[src/rtl/secuenciador_instrucciones.sv]
// Instruction issue unit: loadable program memory, sequential fetch from address 0,
// valid/ready issue to the datapath, ending at a programmed length or a HALT word.
module secuenciador_instrucciones #(
    parameter int unsigned DEPTH = 32,
    parameter int unsigned AW    = 5
) (
    input  logic          clk,
    input  logic          rst,
    input  logic          prog_we,
    input  logic [AW-1:0] prog_addr,
    input  logic [17:0]   prog_data,
    input  logic          start,
    input  logic [AW:0]   prog_len,
    output logic [17:0]   instruccion,
    output logic          valid,
    input  logic          ready,
    output logic          busy,
    output logic          done,
    output logic [AW-1:0] pc,
    output logic [AW:0]   issued_count
);

    localparam int unsigned IW = 18;
    localparam logic [IW-1:0] HALT = 18'h3FFFF;

    typedef enum logic [1:0] {IDLE, FETCH, ISSUE, FIN} state_t;

    state_t        state;
    state_t        state_next;
    logic [IW-1:0] mem [DEPTH];
    logic [AW:0]   len_q;
    logic [AW:0]   len_eff;
    logic [AW:0]   count_inc;
    logic          is_halt;
    logic          accept;

    // Requested length clamped to the memory size.
    assign len_eff   = (prog_len > (AW+1)'(DEPTH)) ? (AW+1)'(DEPTH) : prog_len;
    assign count_inc = issued_count + (AW+1)'(1);
    assign is_halt   = (instruccion == HALT);
    assign accept    = (state == ISSUE) && !is_halt && ready;

    // State register.
    always_ff @(posedge clk) begin
        if (rst) begin
            state <= IDLE;
        end else begin
            state <= state_next;
        end
    end

    // Next-state logic.
    always_comb begin
        state_next = state;
        case (state)
            IDLE: begin
                if (start) begin
                    state_next = (len_eff == '0) ? FIN : FETCH;
                end
            end
            FETCH: state_next = ISSUE;
            ISSUE: begin
                if (is_halt) begin
                    state_next = FIN;
                end else if (ready) begin
                    state_next = (count_inc == len_q) ? FIN : FETCH;
                end
            end
            FIN:     state_next = IDLE;
            default: state_next = IDLE;
        endcase
    end

    // State-decoded outputs; a HALT word is held back from the datapath.
    always_comb begin
        valid = 1'b0;
        busy  = 1'b0;
        done  = 1'b0;
        case (state)
            IDLE:    busy = 1'b0;
            FETCH:   busy = 1'b1;
            ISSUE: begin
                busy  = 1'b1;
                valid = !is_halt;
            end
            FIN: begin
                busy = 1'b1;
                done = 1'b1;
            end
            default: busy = 1'b0;
        endcase
    end

    // Program counter, issue counter, latched length and fetched word.
    always_ff @(posedge clk) begin
        if (rst) begin
            pc           <= '0;
            issued_count <= '0;
            len_q        <= '0;
            instruccion  <= '0;
        end else begin
            if ((state == IDLE) && start) begin
                pc           <= '0;
                issued_count <= '0;
                len_q        <= len_eff;
            end
            if (state == FETCH) begin
                instruccion <= mem[pc];
            end
            if (accept) begin
                pc           <= pc + AW'(1);
                issued_count <= count_inc;
            end
        end
    end

    // Program memory is writable only while idle and is not cleared by reset.
    always_ff @(posedge clk) begin
        if (prog_we && (state == IDLE)) begin
            mem[prog_addr] <= prog_data;
        end
    end

endmodule
[config.mk]
export PLATFORM = sky130hd
export DESIGN_NAME = secuenciador_instrucciones
export DESIGN_NICKNAME = d
export VERILOG_FILES = /design/src/rtl/secuenciador_instrucciones.sv
export SDC_FILE = /design/constraint.sdc
export NUM_CORES = 1
export LEC_CHECK = 0
export ABC_AREA = 1
export BUFFER_PORTS_ARGS = -buffer_cell sky130_fd_sc_hd__buf_2
export CAP_MARGIN = 20
export CELL_PAD_IN_SITES_DETAIL_PLACEMENT = 1
export CELL_PAD_IN_SITES_GLOBAL_PLACEMENT = 2
export CORE_MARGIN = 5
export CORE_UTILIZATION = 43
export DETAILED_ROUTE_END_ITERATION = 6
export MAX_ROUTING_LAYER = met4
export PLACE_DENSITY = 0.83
export SYNTH_ARGS = -nofsm -noshare
export SYNTH_HDL_FRONTEND = slang
export SYNTH_SLANG_ARGS = --single-unit
[constraint.sdc]
create_clock -name clk -period 3 [get_ports clk]
set_clock_uncertainty 0.2 [all_clocks]
set_input_delay 0.45 -clock clk [delete_from_list [all_inputs] [get_ports clk]]
set_output_delay 0.45 -clock clk [all_outputs]
set_load 0.05 [all_outputs]
# == After elaboration in Yosys (flattened, before gate mapping) ==
# Memory sizes are Yosys's and may differ from the RTL's. A register that Yosys moved wholly into a read port is not among the register bits.
# Index checks and enable logic that the tools add are counted.
# op_classes
addsub,2
n_lt_le_gt_ge,1
n_eq_ne,7
muxes,16
n_reduce_logical,10
# op_table
cell,count
$eq 18x18->1 const B,1
$mux 6,3
$mux 2,5
$mux 5,2
$pmux 2 s4,1
$add 6x1->6 const B,1
$eq 6x6->1,1
$gt 6x6->1 const B,1
$logic_not 6->1,1
$add 5x1->5 const B,1
$eq 2x2->1 const B,2
$logic_and 1x1->1,4
$mux 1,4
$ne 3x3->1 const B,1
$reduce_or 3->1,1
$eq 2x1->1 const B,1
$logic_not 2->1,1
$ne 2x2->1 const B,1
$pmux 1 s2,1
$reduce_and 2->1,1
$reduce_bool 2->1,1
$logic_not 1->1,1
# totals
regBits,19
ram_bits,576
output_inout_bits,32
memories,1
# mem_list
memory,words,width,read_ports,rd_clocked_by_memory_dff,wr,line,rtl
mem,32,18,1,1,1,30,logic [IW-1:0] mem [DEPTH];

# == Logic depth before layout (Yosys ltp) ==
# depth
ltp_word,6
mapped_depth,13

# == Worst setup path after synthesis ==
# No wires, ideal clock.
# synth_path
path_kind,reg-to-reg
start,register state[0]
end,"memory mem[0][0], enable pin"
setup_time_ns,0.393
arrival_time_ns,2.011
required_ns,2.407
setup_slack_ns,0.397
path_stages_with_launch,6
n_path_buf,0
path_cell_list,dfxtp_1 nor2_1 inv_1 nor2_1 nand3_1 nor2_1
# synth_between
elab_chain_cells,4
# synth_lines
element,line,rtl
"start, declared",28,state_t state;
"start signal, assigned",48,state <= state_next;
$logic_not 2->1,119,if (prog_we && (state == IDLE)) begin
$logic_and 1x1->1,119,
$mux 1,119,
$mux 1 (implied by the code),120,mem[prog_addr] <= prog_data;
"end, declared",30,
# Every way passes these cells.

# == Final worst setup path ==
# layout_path
start,register pc[1]
end,output pc[1]
# layout_rtl
element,line,rtl
"start, declared",19,"output logic [AW-1:0] pc,"
"start signal, assigned",111,pc <= pc + AW'(1);
# No word-level cell between the ends.

==> key figures <==
Final layout
  • Fin util: 0.494
  • Syn-to-layout area delta: 13.8%
  • Share of cells above drive strength 1: 0.115
  • Filler instances: 6,145
  • Final nets: 2,314

STA
  • Worst hold slack: 40.8 ps
  • Worst slew pin tran: 873 ps
  • Slew headroom: 0.418
  • Period utilization: 0.835
  • Setup TNS: 0 ps
  • Minimum clock period: 2510 ps
  • Final hold violations: 0
  • Setup-failing EPs final: 0
  • RSZ-0062 raised after global routing: no
  • Fmax: 399 MHz
  • Pins Over Slew Limit: 0

Yosys
  • Post-synthesis async set-or-reset flop share: 0
  • Post-synthesis sequential element count: 613
  • Simple logic cell fraction of the synthesized area: 0.218
  • Top_reg_cell synth: edfxtp_1
  • Post-synthesis mux area share: 0
  • Mapped Cells: 2,194
  • Compound-cell area share of the yosys netlist: 0.0226
  • Post-synthesis adder-cell area fraction: 0.000996
  • Largest family of logic cells by synthesized area: simple AND/OR/NAND/NOR gates
  • Synth cell types: 30
  • Avg Synthesized Cell Area: 11.4 um2
  • Synth top area share: 0.689
  • Post-synth top area cell: edfxtp_1
  • Yosys Warn Count: 0
  • Part of the Yosys area used for sequential elements: 0.718
  • Cell Area, Synth: 25,100 um2
  • Xor and xnor fraction of the mapped netlist area: 0.000697
  • Synthesized net count: 2,230
  • Top cells by area, synth: edfxtp_1, nand2_1, nand3_1, dfxtp_1, buf_6
  • Number of flops mapped to enable cells by yosys: 576

Clock network
  • Num CTS Buffers: 67
  • CTS tree: built
  • Clk buf depth: 3
  • Post-CTS Resized: 0
  • Clock-pin transition on the worst setup and hold timing paths: 60 ps
  • CTS root buf: clkbuf_16
  • Worst-Skew Late Latency: 600 ps
  • CTS HTree Levels: 3
  • Clk sinks: 613

Power
  • NetSw: 4.26 mW
  • Logic pwr share: 0.066
  • Clock share of power: 0.422
  • P_int: 14.3 mW
  • PwrDens: 650 nW/um2
  • Switching share of power: 0.230
  • Leak: 10.3 nW
  • Max IR drop VDD: 614 uV
  • Register share of total power: 0.513

Floorplanning
  • DIE HEIGHT: 252 um
  • Die width: 252 um
  • Ports: 66
  • Starting density of the core: 0.434
  • Core box area: 57,800 um2
  • Die area: 63,300 um2
  • Row count: 88

Routing
  • Routed Antenna Nets: 0
  • # DRC: 0
  • Wirelength per Cell: 24.0 um
  • Vias post-DR: 17,276
  • Via density per instance: 5.58
  • Initial DRC count: 1,581
  • Highest Signal Layer: met4
  • DR WL met2: 34,400 um
  • Final wirelength: 74,300 um
  • Met3 wire length: 4830 um
  • Met1 wire length: 33,100 um
  • Initial DRT Pass Iterations: 6

Global route
  • Total global routing track utilization: 0.239
  • Largest net degree at the start of global routing: 99
  • Initial antenna violation count: 4
  • First-pass GRT wire length: 111,000 um
  • Vias in the first global route: 17,535
  • Total gr overflow: 0

Setup path
  • Worst-path maximum fanout: 40
  • Setup CP Type: register to output port
  • Critical Path End Type: output port
  • Critical path arrival: 1860 ps
  • Required time of the critical path: 2350 ps
  • Startpoint types: register

Place
  • PortBufs: 65
  • HPWL Detailed: 44,800 um
  • RePlAce Congestion: 0.861

Outcome
  • Outcome: finished clean

Job
  • Maximum capacitance violations: 0

Min path
  • Worst min-delay path class: input port to register
[area by class of cell]
class                      instances  area [um2]  area share
clock buffer                      90        1890      0.0662
clock inverter                    31         186     0.00652
sequential                       613       18000       0.632
timing repair buffer             147        1160      0.0406
multi-input combinational       1406        6160       0.215
inverter                          43         171     0.00600
antenna                            2        5.00    0.000175
tap                              765         957      0.0335
[logic make-up after synthesis]
kind of cell / Yosys count
AO/OA/AOI/OAI: 106
XOR/XNOR: 2
adder cells (fa/ha/maj): 2
buffers and inverters: 175
flip-flops: 613
AND/OR/NAND/NOR: 1296
[what timing repair did]
item                                    in CTS  in global routing
hold buffers                                 8                  0
hold endpoints to repair                     5                  0
setup buffers                                0                  0
endpoints found under the setup margin       0                  0
[critical path: stages, from the launching register on]
cell and delay (ps):
dfxtp_4 420, buf_4 470, buf_2 370
[routing by layer]
layer | GRT usage | vias to the layer above
li1 | - | 7827
met4 | 0.0678 | 0
met5 | - | -
met3 | 0.0469 | 111
met2 | 0.366 | 499
met1 | 0.328 | 8839
[state kept, by name, summed over array words and instances (netlist names)]
signal	flops
state	2
len_q	6
pc	5
issued_count	6
instruccion	18
mem	576
[cell usage after synthesis, types with 3 or more instances]
cell / instances
a21oi_1: 51
buf_1: 12
buf_2: 56
buf_4: 13
buf_6: 25
clkbuf_1: 24
clkinv_1: 3
dfxtp_1: 37
edfxtp_1: 576
inv_1: 37
nand2_1: 763
nand3_1: 460
nand4_1: 4
nor2_1: 63
o211ai_1: 3
o211ai_2: 3
o21ai_0: 24
o21ai_1: 22
[cell usage in the layout, fill, tap and decap left out, types with 17 or more instances in the layout]
cell type / instances
nand2_1: 763
edfxtp_1: 576
nand3_1: 460
clkbuf_16: 73
buf_2: 65
buf_4: 58
a21oi_1: 51
inv_1: 37
dfxtp_1: 34
nor2_2: 32
nor2_1: 31
o21ai_0: 24
o21ai_1: 22
clkinv_1: 21
clkbuf_1: 17
[path summary, 6_finish.rpt]
| kind | startpoint | to | slack (ps) | depth (start not counted) |
|---|---|---|---|---|
| max reg2reg | state[0] | mem[0][15] | 510 | 7 |
| min | rst | len_q[4] | 40 | 2 |
| max | pc[1] | pc[1] | 490 | 2 |
| min reg2reg | len_q[1] | len_q[1] | 290 | 2 |
[through the flow]
stage                     instance area [um2]  setup WS, ps  total power [mW]  std cells
final                                   28600           495              18.6       3097
after global routing                    28600           217              19.2       3097
after CTS                               28600           424              18.7       3095
after detailed placement                26400           544              10.9       2966
after global placement                  26400           562              10.9       2966
after floorplan                         25100           397              10.4       2194
[power groups by stage]
stage                     registers, mW  clock network [mW]  logic, mW
after floorplan                    9.79                   0      0.612
after global placement             9.69                   0       1.18
after detailed placement           9.70                   0       1.22
after CTS                          9.52                7.98       1.23
after global routing               9.52                8.35       1.33
final                              9.52                7.83       1.22
No activity file was read; power rests on OpenSTA's default activity.
